[src/rtl/serial_sub_pkg.sv]
// Shared types and constants for the bit-serial subtractor.
// Optional signed-overflow flag is enabled with the SERIAL_SUB_OVF_EN macro.
package serial_sub_pkg;

   // Controller states
   typedef enum logic [1:0] {
      IDLE = 2'd0,
      RUN  = 2'd1,
      DONE = 2'd2
   } state_t;

   // Default operand/result width
   localparam int SS_WIDTH = 4;

   // Bits needed for a counter that can hold the value 'width'
   function automatic int cnt_width(input int width);
      return $clog2(width + 1);
   endfunction

endpackage

[src/rtl/serial_sub_full_sub_bit.sv]
// One-bit full subtractor: d = a - b - bin, bout = borrow out.
module full_sub_bit (
   input  logic a,
   input  logic b,
   input  logic bin,
   output logic d,
   output logic bout
);

   assign d    = a ^ b ^ bin;
   assign bout = (~a & b) | (~(a ^ b) & bin);

endmodule

[src/rtl/serial_sub.sv]
// Bit-serial subtractor: D = A - B (mod 2^WIDTH) and Borrow (A < B unsigned),
// LSB first, one bit per clock, behind a start/busy/done handshake.
// Optional: define SERIAL_SUB_OVF_EN to add the registered signed-overflow
// output Ovf.
module serial_sub
   import serial_sub_pkg::*;
#(
   parameter int WIDTH = SS_WIDTH
) (
   input  logic             clk,
   input  logic             rst,
   input  logic             start,
   input  logic [WIDTH-1:0] A,
   input  logic [WIDTH-1:0] B,
   output logic             busy,
   output logic             done,
   output logic [WIDTH-1:0] D,
   output logic             Borrow
`ifdef SERIAL_SUB_OVF_EN
   ,
   output logic             Ovf
`endif
);

   localparam int            CW   = cnt_width(WIDTH);
   localparam logic [CW-1:0] LAST = CW'(WIDTH - 1);

   state_t           r_state;
   logic [WIDTH-1:0] r_a;
   logic [WIDTH-1:0] r_b;
   // Holds the first WIDTH-1 difference bits; the final bit joins on the
   // completing edge straight from the bit subtractor.
   logic [WIDTH-2:0] r_res;
   logic [CW-1:0]    r_cnt;
   logic             r_br;

   logic             w_d;
   logic             w_bout;
   logic [WIDTH-1:0] w_a_shift;
   logic [WIDTH-1:0] w_b_shift;
   logic [WIDTH-2:0] w_res_shift;

   full_sub_bit u_bit (
      .a    (r_a[0]),
      .b    (r_b[0]),
      .bin  (r_br),
      .d    (w_d),
      .bout (w_bout)
   );

   assign w_a_shift = {1'b0, r_a[WIDTH-1:1]};
   assign w_b_shift = {1'b0, r_b[WIDTH-1:1]};

   generate
      if (WIDTH > 2) begin : g_res_wide
         assign w_res_shift = {w_d, r_res[WIDTH-2:1]};
      end else begin : g_res_narrow
         assign w_res_shift = w_d;
      end
   endgenerate

`ifdef SERIAL_SUB_OVF_EN
   // On the last RUN cycle the operand LSBs are the original sign bits and
   // w_d is the result sign bit.
   logic w_ovf;
   assign w_ovf = (r_a[0] ^ r_b[0]) & (w_d ^ r_a[0]);
`endif

   // Controller, datapath shift registers and registered outputs
   always_ff @(posedge clk) begin
      if (rst) begin
         r_state <= IDLE;
         r_a     <= '0;
         r_b     <= '0;
         r_res   <= '0;
         r_cnt   <= '0;
         r_br    <= 1'b0;
         busy    <= 1'b0;
         done    <= 1'b0;
         D       <= '0;
         Borrow  <= 1'b0;
`ifdef SERIAL_SUB_OVF_EN
         Ovf     <= 1'b0;
`endif
      end else begin
         case (r_state)
            IDLE: begin
               done <= 1'b0;
               if (start) begin
                  r_a     <= A;
                  r_b     <= B;
                  r_br    <= 1'b0;
                  r_cnt   <= '0;
                  busy    <= 1'b1;
                  r_state <= RUN;
               end
            end
            RUN: begin
               r_a   <= w_a_shift;
               r_b   <= w_b_shift;
               r_res <= w_res_shift;
               r_br  <= w_bout;
               r_cnt <= r_cnt + CW'(1);
               if (r_cnt == LAST) begin
                  D       <= {w_d, r_res};
                  Borrow  <= w_bout;
`ifdef SERIAL_SUB_OVF_EN
                  Ovf     <= w_ovf;
`endif
                  busy    <= 1'b0;
                  done    <= 1'b1;
                  r_state <= DONE;
               end
            end
            DONE: begin
               done    <= 1'b0;
               r_state <= IDLE;
            end
            default: begin
               busy    <= 1'b0;
               done    <= 1'b0;
               r_state <= IDLE;
            end
         endcase
      end
   end

endmodule

[config.mk]
export PLATFORM = sky130hd
export DESIGN_NAME = serial_sub
export DESIGN_NICKNAME = d
export VERILOG_FILES = /design/src/rtl/serial_sub_pkg.sv /design/src/rtl/serial_sub_full_sub_bit.sv /design/src/rtl/serial_sub.sv
export SDC_FILE = /design/constraint.sdc
export NUM_CORES = 1
export LEC_CHECK = 0
export CORE_AREA = 2 2 52 54
export CTS_CLUSTER_DIAMETER = 50
export DETAILED_ROUTE_END_ITERATION = 10
export DIE_AREA = 0 0 54 56
export PLACE_DENSITY = 0.76
export SYNTH_ARGS = -nofsm -noshare
export SYNTH_HDL_FRONTEND = slang
export SYNTH_HIERARCHICAL = 1
export SYNTH_SLANG_ARGS = --single-unit
export TNS_END_PERCENT = 100
[constraint.sdc]
create_clock -name clk -period 3.71 [get_ports clk]
set_clock_uncertainty 0.1 [all_clocks]
set_input_delay 0.5565 -clock clk [delete_from_list [all_inputs] [get_ports clk]]
set_output_delay 0.5565 -clock clk [all_outputs]
set_load 0.03 [all_outputs]
==> flow_summary_export.csv <==
group,metric,value,unit
synth,synth_common_cells,"dfxtp_1 (24), nand2_1 (11), nor2_1 (11)",
sta,finalHoldViolations,0,
synth,yosysMostFrequentCell,"dfxtp_1",
cts,clk_pin_slew,0.13,ns
sta,period_share,53.96,%
detailed_routing,drcViolationCount,0,
sta,rsz0062_at_grt,"no",
global_routing,grt_pass1_wl,3.056,mm
finish,drive_gt1_share,13.93,%
worst_setup_path,cp_max_fo,2,
synth,ys.flop_type,"dfxtp_1",
cts,cts_root_buf,"clkbuf_4",
synth,syn-cell-area,1062,µm²
power,comb_power_share,11.6,%
floorplanning,fp-row-count,18,
finish,fin_area,1256,µm²
power,seqPwrFrac,52.9,%
sta,fin_crit,2.002,ns
synth,ys_types,28,
finish,antennaDiodeCount,0,
power,clock_power_share,35.5,%
worst_setup_path,required,3.05,ns
synth,synth-xor-area-share,0,%
synth,synth_edf_count,0,
worst_setup_path,crit_buf_inv,1,
synth,yosysWarnings,6,
floorplanning,fp.dieH,56,µm
cts,cts.sinks,24,
synth,yosys.area_share.simple,19.43,%
worst_setup_path,cp-startpoint,"Borrow",
floorplanning,coreArea,2432,µm²
sta,fmax,499.5,MHz
detailed_routing,post_drt_wl_per_cell,11.53,µm
sta,tightestPinTransition,0.9395,ns
synth,synth-adder-area-share,4.240,%
floorplanning,die_w,54,µm
worst_setup_path,crit-reg2reg-launch,"r_state[0]",
worst_setup_path,r2r_cells,3,
synth,syn-num-nets,122,
sta,relSlewSlack,37.17,%
worst_setup_path,end_kind,"primary output",
power,p_switching,0.0001186,W
finish,nets,137,
cts,cts-htree-levels,1,
cts,clk_latency,0.31,ns
floorplanning,start_util,43.67,%
sta,finalSetupTns,0,ns
synth,synthTopCellsByArea,"dfxtp_1 (45%), mux2i_1 (6.6%), a211oi_2 (5.9%)",
worst_setup_path,worstPathArrival,1.35,ns
sta,report.final.slew_viol_count,0,
detailed_routing,wl,1.752,mm
detailed_routing,drtPass1Iterations,4,
synth,synth-seq-cells,24,
hold_path,hold_class,"register to register",
detailed_routing,num_vias,770,
worst_setup_path,reg2reg_to,"r_cnt[1]",
cts,post_cts_buffers,0,
place,place.gp.congestion,0.7007,
power,power.density,420.5,nW/µm²
power,p_sw_share,22.45,%
cts,holdBufCountCts,0,
place,dp_hpwl,1.268,mm
worst_setup_path,cpMaxStageDelayCell,"clkdlybuf4s50_1",
power,internal_power,0.0004097,W
global_routing,overflow,0,
synth,async_reset_ff_share,0,%
hold_path,hold_depth,2,
worst_setup_path,worst_path_dominant_cell_family,"buffers and inverters",
place,place_area,1204,µm²
sta,setup_violations,0,
worst_setup_path,crit_path_end,"Borrow",
global_routing,antenna_found_initial,0,
finish,fillers,221,
detailed_routing,viasPerCell,5.066,
run,max_cap_viol_count,0,
worst_setup_path,path_cells,"clkdlybuf4s50_1",
floorplanning,dieArea,3024,µm²
worst_setup_path,cp_num_cells,1,
finish,syn2layout_area_growth,18.26,%
detailed_routing,drt_iter0_drc,11,
place,port_buffers,17,
global_routing,grt.total_usage,13.55,%
cts,cts-resized-gates,0,
synth,synthMuxAreaShare,6.596,%
power,peakVddDrop,0.2051,mV
synth,synth_top_area_share,45.23,%
run_status,status,"finished clean",
global_routing,grt_max_degree,25,
synth,post-synth-top-area-cell,"dfxtp_1",
detailed_routing,antenna_left,0,
power,p_leak,0.4487,nW
synth,synth_seq_area_share,45.23,%
cts,cts_buffer_depth,2,
global_routing,first_global_vias,754,
synth,synth.avg_cell_area,9.836,µm²
worst_setup_path,ff2ff_setup_slack,2.09,ns
synth,syn_inst,108,
synth,synth_top_family_by_area,"simple AND/OR/NAND/NOR gates",
synth,synth-compound-area-share,16.49,%
worst_setup_path,cp-start-kind,"register",
cts,cts_buffers,3,
worst_setup_path,crit_type,"register to primary output",
floorplanning,pin_count,18,
worst_setup_path,slowest_delay,0.67,ns
cts,tritoncts,"built",
==> power by group through the flow <==
stage	Combinational [W]	Sequential [W]	Clock, W
CTS	0.0000617	0.000280	0.000195
detailed placement	0.0000613	0.000286	0
global placement	0.0000597	0.000285	0
finish	0.0000613	0.000280	0.000187
floorplan	0.0000483	0.000283	0
global route	0.0000680	0.000282	0.000203
==> cells in the final DEF (no fill, tap or decap), types with 5 or more instances in the layout <==
| cell | n |
|---|---|
| nand3_1 | 5 |
| a21oi_1 | 9 |
| nor2_1 | 11 |
| a211oi_2 | 5 |
| inv_1 | 5 |
| clkdlybuf4s50_1 | 17 |
| mux2i_1 | 7 |
| nand2_1 | 11 |
| dfxtp_1 | 24 |
==> worst min-delay path by stage <==
stage / startpoint / end / slack, ns
6_report: D[3] / D[3] / 0.36
3_3_place_gp: r_res[0] / r_res[0] / 0.35
5_1_grt: D[3] / D[3] / 0.38
2_1_floorplan: r_res[0] / r_res[0] / 0.34
3_5_place_dp: D[3] / D[3] / 0.35
4_1_cts: D[3] / D[3] / 0.37
==> per-stage QoR <==
| stage | instances | setup slack, ns | power, W | util (%) | hold WS [ns] |
|---|---|---|---|---|---|
| finish | 152 | 1.708 | 0.0005283 | 51.65 | 0.3642 |
| global placement | 148 | 1.666 | 0.0003450 | 49.49 | 0.3459 |
| global route | 152 | 1.630 | 0.0005529 | 51.65 | 0.3832 |
| detailed placement | 148 | 1.635 | 0.0003470 | 49.49 | 0.3490 |
| CTS | 152 | 1.680 | 0.0005370 | 51.65 | 0.3676 |
| floorplan | 108 | 2.314 | 0.0003316 | - | 0.3369 |
==> final cells by class <==
type | instances | area (µm²) | share of cell area, %
Multi-Input combinational cell | 72 | 496.7 | 39.54
Sequential cell | 24 | 480.5 | 38.25
Timing Repair Buffer | 17 | 170.2 | 13.55
Tap cell | 30 | 37.54 | 2.988
Clock inverter | 1 | 30.03 | 2.390
Clock buffer | 3 | 22.52 | 1.793
Inverter | 5 | 18.77 | 1.494
==> state kept, by name (all words and copies together) (netlist names) <==
| signal | cells |
|---|---|
| Borrow | 1 |
| D | 4 |
| busy | 1 |
| done | 1 |
| r_a | 4 |
| r_b | 4 |
| r_br | 1 |
| r_cnt | 3 |
| r_res | 3 |
| r_state | 2 |
==> logic make-up (layout without fill, tap and decap cells) <==
kind of cell | count (synthesis) | in the layout
adder cells (fa/ha/maj) | 3 | 3
buffers and inverters | 12 | 26
AO/OA/AOI/OAI | 22 | 22
flip-flops | 24 | 24
AND/OR/NAND/NOR | 40 | 40
multiplexers | 7 | 7
==> routing by layer <==
metal	part of all wire [%]	GRT usage (%)	vias up
li1	-	-	397
met1	44	15.31	360
met2	51	22.47	8
met3	3.0	2.688	5
met4	2.6	8.214	0
met5	0	0	-
No activity file was read; power rests on OpenSTA's default activity.
